`src/rtl/fir_pkg.sv`:
```
// rtl/fir_pkg.sv - shared sizes, FSM encoding and coefficient table for the serial FIR filter
package fir_pkg;

   localparam int DEF_DATA_WIDTH = 24;
   localparam int DEF_FIR_DEPTH  = 32;
   localparam int DEF_ACC_WIDTH  = 2*DEF_DATA_WIDTH + $clog2(DEF_FIR_DEPTH);

   typedef enum logic [2:0] {
      ST_IDLE = 3'd0,
      ST_RX   = 3'd1,
      ST_MAC  = 3'd2,
      ST_TX   = 3'd3,
      ST_ACK  = 3'd4
   } fir_state_t;

   // Triangular low-pass window: weights 1..16..1, DC gain 272*30000/2^23 (just under 1.0).
   localparam int COEF_STEP = 30000;

   function automatic logic [DEF_FIR_DEPTH*DEF_DATA_WIDTH-1:0] build_coefs();
      logic [DEF_FIR_DEPTH*DEF_DATA_WIDTH-1:0] flat;
      int weight;
      flat = '0;
      for (int k = 0; k < DEF_FIR_DEPTH; k++) begin
         weight = (k < DEF_FIR_DEPTH/2) ? (k + 1) : (DEF_FIR_DEPTH - k);
         flat[k*DEF_DATA_WIDTH +: DEF_DATA_WIDTH] = DEF_DATA_WIDTH'(weight * COEF_STEP);
      end
      return flat;
   endfunction

   // Tap k lives in bits [k*DATA_WIDTH +: DATA_WIDTH]; tap 0 multiplies the newest sample.
   localparam logic [DEF_FIR_DEPTH*DEF_DATA_WIDTH-1:0] DEF_COEF_FLAT = build_coefs();

endpackage

```
`src/rtl/fir_mac_core.sv`:
```
// rtl/fir_mac_core.sv - delay line, sequential multiply-accumulate and output saturation
module fir_mac_core import fir_pkg::*; #(
   parameter int DATA_WIDTH = DEF_DATA_WIDTH,
   parameter int FIR_DEPTH  = DEF_FIR_DEPTH,
   parameter int ACC_WIDTH  = 2*DATA_WIDTH + $clog2(FIR_DEPTH),
   parameter logic [FIR_DEPTH*DATA_WIDTH-1:0] COEFS = DEF_COEF_FLAT
) (
   input  logic                  i_clk,
   input  logic                  i_rst,
   input  logic                  i_en,
   input  logic                  i_push,
   input  logic [DATA_WIDTH-1:0] i_sample,
   input  logic                  i_run,
   output logic                  o_last,
   output logic [DATA_WIDTH-1:0] o_result
);

   localparam int TAP_W  = (FIR_DEPTH > 1) ? $clog2(FIR_DEPTH) : 1;
   localparam int PROD_W = 2*DATA_WIDTH;
   localparam logic signed [ACC_WIDTH-1:0] SAT_MAX =
      {{(ACC_WIDTH-DATA_WIDTH+1){1'b0}}, {(DATA_WIDTH-1){1'b1}}};
   localparam logic signed [ACC_WIDTH-1:0] SAT_MIN = ~SAT_MAX;

   logic signed [DATA_WIDTH-1:0] taps [FIR_DEPTH];
   logic        [TAP_W-1:0]      tap_cnt;
   logic signed [ACC_WIDTH-1:0]  acc;
   logic signed [ACC_WIDTH-1:0]  acc_next;
   logic signed [ACC_WIDTH-1:0]  acc_shift;
   logic signed [DATA_WIDTH-1:0] tap_sel;
   logic signed [DATA_WIDTH-1:0] coef_sel;
   logic signed [PROD_W-1:0]     prod;
   logic        [DATA_WIDTH-1:0] sat_word;

   assign o_last = i_run && (tap_cnt == TAP_W'(FIR_DEPTH-1));

   // Current tap product, next accumulator value and its rescaled, clamped form
   always_comb begin
      tap_sel   = taps[tap_cnt];
      coef_sel  = COEFS[tap_cnt*DATA_WIDTH +: DATA_WIDTH];
      prod      = tap_sel * coef_sel;
      acc_next  = acc + $signed({{(ACC_WIDTH-PROD_W){prod[PROD_W-1]}}, prod});
      acc_shift = acc_next >>> (DATA_WIDTH-1);
      if (acc_shift > SAT_MAX) begin
         sat_word = SAT_MAX[DATA_WIDTH-1:0];
      end else if (acc_shift < SAT_MIN) begin
         sat_word = SAT_MIN[DATA_WIDTH-1:0];
      end else begin
         sat_word = acc_shift[DATA_WIDTH-1:0];
      end
   end

   // Delay line: a completed word enters at position 0 and the oldest sample falls off the end
   always_ff @(posedge i_clk or negedge i_rst) begin
      if (!i_rst) begin
         for (int k = 0; k < FIR_DEPTH; k++) begin
            taps[k] <= '0;
         end
      end else if (i_en && i_push) begin
         taps[0] <= i_sample;
         for (int k = 1; k < FIR_DEPTH; k++) begin
            taps[k] <= taps[k-1];
         end
      end
   end

   // Accumulator and tap index: cleared with each new sample, one product per MAC cycle
   always_ff @(posedge i_clk or negedge i_rst) begin
      if (!i_rst) begin
         acc     <= '0;
         tap_cnt <= '0;
      end else if (i_en) begin
         if (i_push) begin
            acc     <= '0;
            tap_cnt <= '0;
         end else if (i_run) begin
            acc     <= acc_next;
            tap_cnt <= o_last ? '0 : tap_cnt + TAP_W'(1);
         end
      end
   end

   // Result register captures the final sum, so it stays stable through the whole TX phase
   always_ff @(posedge i_clk or negedge i_rst) begin
      if (!i_rst) begin
         o_result <= '0;
      end else if (i_en && o_last) begin
         o_result <= sat_word;
      end
   end

endmodule

```
`src/rtl/fir_filter_top.sv`:
```
// rtl/fir_filter_top.sv - bit-serial FIR filter: deserializer, control FSM and serializer
module fir_filter_top import fir_pkg::*; #(
   parameter int DATA_WIDTH = DEF_DATA_WIDTH,
   parameter int FIR_DEPTH  = DEF_FIR_DEPTH,
   parameter logic [FIR_DEPTH*DATA_WIDTH-1:0] COEFS = DEF_COEF_FLAT
) (
   input  logic i_clk,
   input  logic i_rst,
   input  logic i_en,
   input  logic i_din,
   input  logic i_din_valid,
   input  logic i_ready,
   output logic o_ready,
   output logic o_dout,
   output logic o_dout_valid
);

   localparam int ACC_W = 2*DATA_WIDTH + $clog2(FIR_DEPTH);
   localparam int BIT_W = (DATA_WIDTH > 1) ? $clog2(DATA_WIDTH) : 1;
   localparam logic [BIT_W-1:0] LAST_BIT = BIT_W'(DATA_WIDTH-1);

   fir_state_t            state;
   fir_state_t            state_next;
   logic [BIT_W-1:0]      bit_cnt;
   logic [DATA_WIDTH-1:0] rx_word;
   logic [DATA_WIDTH-1:0] rx_next;
   logic                  ack_flag;
   logic                  accept;
   logic                  word_done;
   logic                  mac_run;
   logic                  mac_last;
   logic [DATA_WIDTH-1:0] result;

   // LSB arrives first, so bits shift in from the top and bit 0 ends up at the bottom
   assign rx_next = {i_din, rx_word[DATA_WIDTH-1:1]};
   assign mac_run = (state == ST_MAC);

   // State register
   always_ff @(posedge i_clk or negedge i_rst) begin
      if (!i_rst) begin
         state <= ST_IDLE;
      end else if (i_en) begin
         state <= state_next;
      end
   end

   // Next-state decode and handshake outputs
   always_comb begin
      state_next   = state;
      o_ready      = 1'b0;
      o_dout       = 1'b0;
      o_dout_valid = 1'b0;
      accept       = 1'b0;
      word_done    = 1'b0;
      case (state)
         ST_IDLE: begin
            o_ready = 1'b1;
            accept  = i_en && i_din_valid;
            if (accept) begin
               state_next = ST_RX;
            end
         end
         ST_RX: begin
            o_ready = 1'b1;
            accept  = i_en && i_din_valid;
            if (accept && (bit_cnt == LAST_BIT)) begin
               word_done  = 1'b1;
               state_next = ST_MAC;
            end
         end
         ST_MAC: begin
            if (i_en && mac_last) begin
               state_next = ST_TX;
            end
         end
         ST_TX: begin
            o_dout_valid = 1'b1;
            o_dout       = result[bit_cnt];
            if (i_en && (bit_cnt == LAST_BIT)) begin
               state_next = (ack_flag || i_ready) ? ST_IDLE : ST_ACK;
            end
         end
         ST_ACK: begin
            if (i_en && i_ready) begin
               state_next = ST_IDLE;
            end
         end
         default: begin
            state_next = ST_IDLE;
         end
      endcase
   end

   // Bit counter, input shift register and downstream acknowledge flag
   always_ff @(posedge i_clk or negedge i_rst) begin
      if (!i_rst) begin
         bit_cnt  <= '0;
         rx_word  <= '0;
         ack_flag <= 1'b0;
      end else if (i_en) begin
         case (state)
            ST_IDLE: begin
               if (accept) begin
                  rx_word <= rx_next;
                  bit_cnt <= BIT_W'(1);
               end
            end
            ST_RX: begin
               if (accept) begin
                  rx_word <= rx_next;
                  bit_cnt <= word_done ? '0 : bit_cnt + BIT_W'(1);
               end
            end
            ST_MAC: begin
               bit_cnt  <= '0;
               ack_flag <= 1'b0;
            end
            ST_TX: begin
               if (i_ready) begin
                  ack_flag <= 1'b1;
               end
               bit_cnt <= (bit_cnt == LAST_BIT) ? '0 : bit_cnt + BIT_W'(1);
            end
            default: begin
            end
         endcase
      end
   end

   fir_mac_core #(
      .DATA_WIDTH (DATA_WIDTH),
      .FIR_DEPTH  (FIR_DEPTH),
      .ACC_WIDTH  (ACC_W),
      .COEFS      (COEFS)
   ) u_mac (
      .i_clk    (i_clk),
      .i_rst    (i_rst),
      .i_en     (i_en),
      .i_push   (word_done),
      .i_sample (rx_next),
      .i_run    (mac_run),
      .o_last   (mac_last),
      .o_result (result)
   );

endmodule

```
`config.mk`:
```
export PLATFORM = sky130hd
export DESIGN_NAME = fir_filter_top
export DESIGN_NICKNAME = d
export VERILOG_FILES = /design/src/rtl/fir_pkg.sv /design/src/rtl/fir_mac_core.sv /design/src/rtl/fir_filter_top.sv
export SDC_FILE = /design/constraint.sdc
export NUM_CORES = 2
export LEC_CHECK = 0
export CAP_MARGIN = 0
export CELL_PAD_IN_SITES_DETAIL_PLACEMENT = 1
export CELL_PAD_IN_SITES_GLOBAL_PLACEMENT = 2
export CORE_ASPECT_RATIO = 0.7
export CORE_MARGIN = 2
export CORE_UTILIZATION = 40
export CTS_CLUSTER_DIAMETER = 60
export CTS_CLUSTER_SIZE = 12
export DETAILED_ROUTE_END_ITERATION = 10
export PLACE_DENSITY = 0.82
export SETUP_SLACK_MARGIN = 0.3
export SYNTH_ARGS = -nofsm -noshare
export SYNTH_HDL_FRONTEND = slang
export SYNTH_HIERARCHICAL = 1
export SYNTH_SLANG_ARGS = --single-unit
```
`constraint.sdc`:
```
create_clock -name i_clk -period 11.1 [get_ports i_clk]
set_clock_uncertainty 0.05 [all_clocks]
set_input_delay 1.11 -clock i_clk [delete_from_list [all_inputs] [get_ports i_clk]]
set_output_delay 1.11 -clock i_clk [all_outputs]
set_load 0.02 [all_outputs]
```
---- After elaboration in Yosys (flattened, before gate mapping) ----
Index checks and enable logic that the tools add are counted.
storage, ports and cells
  register bits after elaboration ......... 883
  input bits .............................. 6
  output and inout port bits .............. 3
  word-level logic and storage cells ...... 114
operators by class
  $add $sub $neg .......................... 3
  multipliers ............................. 2
  order comparisons ....................... 4
  eq/ne operators ......................... 14
  shift operators ......................... 1
  multiplexer cells ....................... 32
  bitwise gates (word level) .............. 1
  reduce and logical (&&, ||, !) cells .... 18
operators with widths
  cell                                                                               count
  768-bit by 11-bit variable part select with 24-bit output, first input constant    1
  24-bit binary-select mux with 5-bit select                                         1
  53-bit two-way mux                                                                 2
  24-bit two-way mux                                                                 4
  53-bit by 48-bit adder with 53-bit output                                          1
  24-bit by 24-bit multiplier with 48-bit output                                     1
  5-bit two-way mux                                                                  7
  30-bit by 24-bit greater-than comparator with 1-bit output, second input constant  1
  30-bit by 24-bit < comparator with 1-bit output, second input constant             1
  5-bit case mux with 4 select lines                                                 1
  3-bit two-way mux                                                                  6
  2-bit != test, second input constant                                               8
  3-bit case mux with 5 select lines                                                 1
  5-bit by 1-bit adder with 5-bit output, second input constant                      2
  5-bit equality test, second input constant                                         2
  1-bit two-way mux                                                                  8
  1-bit logical AND                                                                  7
  5-bit by 2-bit multiplier with 7-bit output, second input constant                 1
  3-bit by 2-bit equality test with 1-bit output, second input constant              2
  6-bit >= comparator, second input constant                                         1
  5-bit by 6-bit < comparator with 1-bit output, second input constant               1
  5-bit inverter with 6-bit output                                                   1
  3-bit AND reduction                                                                2
  6-bit AND reduction                                                                1
  11 further kinds                                                                   12

---- Logic depth before layout (Yosys ltp) ----
  depth after elaboration ................. 9
  mapped depth ............................ 42
  mapped depth without buffers ............ 33

---- Cells and area by module ----
Netlist, hierarchy kept.
by module, submodules not included
  module          instances  cells an instance  area each (um2)  seq. area each (um2)
  fir_mac_core    1          4314               55134.1          21170.3
  fir_filter_top  1          124                1604.0           800.8

---- Worst setup path before layout ----
Ideal clock, no wire load.
  path kind ............................... flip-flop to flip-flop
  start point ............................. register u_mac.tap_cnt[1]
  end point ............................... register u_mac.o_result[13]
  setup time .............................. 131 ps
  arrival ................................. 9472 ps
  data required time ...................... 10919 ps
  slack ................................... 1447 ps
  cell stages (with the launch flop) ...... 36
  path buffers ............................ 6
  clock period less this slack ............ 9653 ps
  cell sequence ........................... dfrtp_1 > inv_2 > buf_1 > clkbuf_1 > ha_1 > clkbuf_1 > and2_1 > o21a_1 > o31ai_1 > clkbuf_1 > nand2_1 > fa_1 > fa_1 > inv_1 > fa_1 > inv_1 > fa_1 > inv_1 > fa_1 > fa_1 > inv_1 > fa_1 > inv_1 > ha_1 > clkbuf_2 > nand4_1 > o211ai_1 > a21oi_1 > a31o_4 > o21ba_4 > o31a_1 > o21ai_4 > xor2_2 > o41ai_4 > buf_6 > o22ai_2
between the ends
  longest elaborated chain between the ends .. 9
  elaborated cells between the ends (all ways) .. 15
  classes of those cells .................. add/sub: 1; mul: 2; order compare: 2; eq/ne: 1; shift: 1; mux: 5; bitwise: 1; reduce/logical: 2
RTL lines
  item                                                                               line                source
  from (decl)                                                                        fir_mac_core.sv:25  logic [TAP_W-1:0] tap_cnt;
  from (signal assigned)                                                             fir_mac_core.sv:77  tap_cnt <= o_last ? '0 : tap_cnt + TAP_W'(1);
  branches (longest 9 deep; another with 53-bit by 48-bit adder with 53-bit output)  --
  to (signal assigned)                                                               fir_mac_core.sv:87  o_result <= sat_word;
  to (decl)                                                                          fir_mac_core.sv:15  output logic [DATA_WIDTH-1:0] o_result
Parallel ways; which one is timed is not known. The select of a mux whose other input is x is not followed.
A chain may end at the register's enable or synchronous reset.

---- Final worst setup path ----
  start point ............................. register u_mac.tap_cnt[2]
  end point ............................... register u_mac.o_result[14]
The elaborated chain is that of the path after synthesis.

==> impl_metrics.ini <==
[floorplan]
ios = 9
fp.dieH_um = 319
dieArea_mm2 = 0.145
core_mm2 = 0.141
start_util_pct = 40.4
die_w_um = 454
rows = 115

[timing]
min_period_ps = 10330
rsz0062_at_grt = no
tightest_slew_ps = 1360
fmax_ghz = 0.0968
post-route-period-util_pct = 93.0
finalSetupTns_ps = 0
finalSetupViolations = 0
finalHoldViolations = 0
slew_viol_final = 0
relSlewSlack_pct = 9.48

[setup_path]
endpoint_kind = flop
r2r_cells = 27
crit_required_ps = 11640
crit_cells = 27
critPathTopFamily = adder cells
endpoint = u_mac/o_result[14]
startpoint = u_mac/tap_cnt[2]
cp_num_buf_inv = 6
crit_top_cell = fa_1
crit_fanout = 63
max_stage_delay_ps = 1080
slowest_stage = dfrtp_4
r2r_slack_ps = 770
worstPathArrival_ps = 10860
timing.rr.start = u_mac/tap_cnt[2]
path_class = flop to flop
reg2reg_to = u_mac/o_result[14]
critPathLaunchType = flop

[yosys]
ys_seq_elements = 878
synth_fa_ha_area_share_pct = 19.9
syn_area_mm2 = 0.0567
synth-main-ff-cell = dfrtp_1
async_flop_share_pct = 100
synth_cell_types = 90
synthCells = 4438
yosysSeqAreaShare_pct = 38.7
avgSynthCellArea_um2 = 12.8
synth_compound_area_share_pct = 4.83
synth_nets = 5101
synth_edf_count = 0
synthSimpleGateAreaFrac_pct = 4.25
synth_top_family_by_area = multiplexers
synth-xor-area-share_pct = 0.831
synthMuxAreaShare_pct = 25.8
ys.warnings.count = 6

[clocking]
postCtsSetupRepairBufs = 0
cts_buffers = 90
cts_tree = built
h-tree-depth = 3
cts_num_sinks = 878
clock_latency_ps = 720
cts-root-buf = clkbuf_16
postCtsHoldBufs = 0
cts_buffer_depth = 3
path_clk_slew_ps = 60
post_cts_resized = 0

[grt]
grt_max_degree = 197
grt_pass1_wl_mm = 221
grt_pass1_vias = 37900
grt_use_met1_pct = 29.4
grtUsageMet3_pct = 4.49
grt_util_met2_pct = 28.5
busiest_layer = met1
antenna_found_initial = 4
grt_usage_pct = 19.4
overflow = 0

[finish]
design_area_mm2 = 0.0617
utilization_pct = 43.9
final_nets = 5060
drive_above_1_share_pct = 28.9
syn2layout_area_growth_pct = 8.69
stdcell_count = 6291

[detailed_routing]
viasPerCell = 5.43
wl_per_cell_um = 21.7
drt-total-wl_mm = 136
vias = 34200
ant_nets = 0
drt_iter0_markers = 2445
drc = 0
drtPass1Iterations = 5

[place]
dp_hpwl_mm = 98.1
gp_congestion = 0.857
placed_cell_area_mm2 = 0.0591
place_inst = 6177
numPortBuffers = 8

[power]
pwr_density_cell_mw_per_mm2 = 106
finalPower_mw = 6.56
power.leakage_nw = 31.3
vdd_drop_max_v = 0.000117

[flow_run]
cap_violations = 0

[outcome]
outcome = finished clean

[worst_hold_path]
hp-class = primary input to asynchronous set/reset pin
cells in the final DEF (no fill, tap or decap), drive strengths merged, types with 4 or more instances in the layout:
cell,count
a211oi,8
a21boi,4
a21o,12
a21oi,67
a221oi,4
a22o,31
a31oi,10
and2,14
and3,6
buf,98
clkbuf,95
clkdlybuf4s50,7
clkinv,8
dfrtp,878
fa,410
ha,247
inv,581
mux2,795
mux2i,73
mux4,219
nand2,142
nand2b,16
nand3,18
nand4,18
nor2,279
nor2b,14
nor3,11
nor4,5
o211ai,4
o21a,7
o21ai,161
o21bai,9
o22ai,55
o31ai,8
o41ai,4
or2,10
or3,4
xnor2,30
xor2,23
synth_stat cells (all sizes together), types with 5 or more instances:
| library cell | number | area, um^2 |
|---|---|---|
| dfrtp | 878 | 22000 |
| mux2 | 795 | 8950 |
| inv | 573 | 2150 |
| fa | 410 | 8210 |
| nor2 | 279 | 1050 |
| ha | 247 | 3090 |
| mux4 | 219 | 4950 |
| clkbuf | 168 | 634 |
| o21ai | 161 | 821 |
| nand2 | 142 | 538 |
| mux2i | 73 | 734 |
| buf | 68 | 408 |
| a21oi | 67 | 369 |
| o22ai | 55 | 475 |
| a22o | 31 | 272 |
| xnor2 | 30 | 263 |
| xor2 | 23 | 209 |
| nand3 | 18 | 90.1 |
| nand4 | 18 | 119 |
| nand2b | 16 | 100 |
| and2 | 14 | 87.6 |
| nor2b | 14 | 87.6 |
| a21o | 12 | 90.1 |
| nor3 | 11 | 60.1 |
| a31oi | 10 | 83.8 |
| or2 | 10 | 62.6 |
| o21bai | 9 | 71.3 |
| a211oi | 8 | 65.1 |
| o31ai | 8 | 70.1 |
| o21a | 7 | 52.6 |
| and3 | 6 | 37.5 |
| nor4 | 5 | 46.3 |
area by class of cell:
class	count	area, um^2
fillers	14400	78900
multi-input cells	2749	31700
flip-flops and latches	878	22000
well taps	1872	2340
clock buffers	95	2290
inverters	573	2150
repair buffers	105	976
clock inverters	18	267
diodes	1	2.50
kinds of logic after synthesis:
logic type,after synthesis
buffers and inverters,811
DFF,878
adders and majority gates,657
xor gates and xnor gates,53
AOI/OAI and AO/OA,403
muxes,1087
and+or+nand+nor,549
state kept, by name, indices dropped and copies added (netlist names):
register	flops
bit_cnt	5
state	3
u_mac/o_result	24
u_mac/acc	49
ack_flag	1
u_mac/tap_cnt	5
rx_word	23
u_mac/taps	768
report_power, final:
group	internal, mW	switching [mW]
registers	3.24	0.0613
clock network	1.51	1.30
logic	0.156	0.290
total	4.90	1.65
how the worst min path moves through the flow:
stage | to | start | slack (ps) | cells past startpoint
2_1_floorplan | u_mac/acc[8] | u_mac/acc[8] | 400 | 2
5_1_grt | u_mac/taps[266] | i_rst | 470 | 1
6_report | u_mac/taps[74] | i_rst | 440 | 1
3_3_place_gp | rx_word[1] | rx_word[1] | 420 | 1
3_5_place_dp | rx_word[1] | rx_word[1] | 430 | 1
4_1_cts | u_mac/taps[363] | i_rst | 420 | 1
routing by layer:
layer | up-vias | part of all wire, %
met5 | - | 0.024
met3 | 104 | 6.1
met1 | 18400 | 49
li1 | 15100 | -
met4 | 4 | 1.4
met2 | 612 | 44
stage by stage:
step                setup WS, ps  hold slack (ps)
global placement             911              417
floorplan                   1450              400
finish                       774              437
global route                 361              468
CTS                          745              415
detailed placement           782              429
No activity file was read; power rests on OpenSTA's default activity.
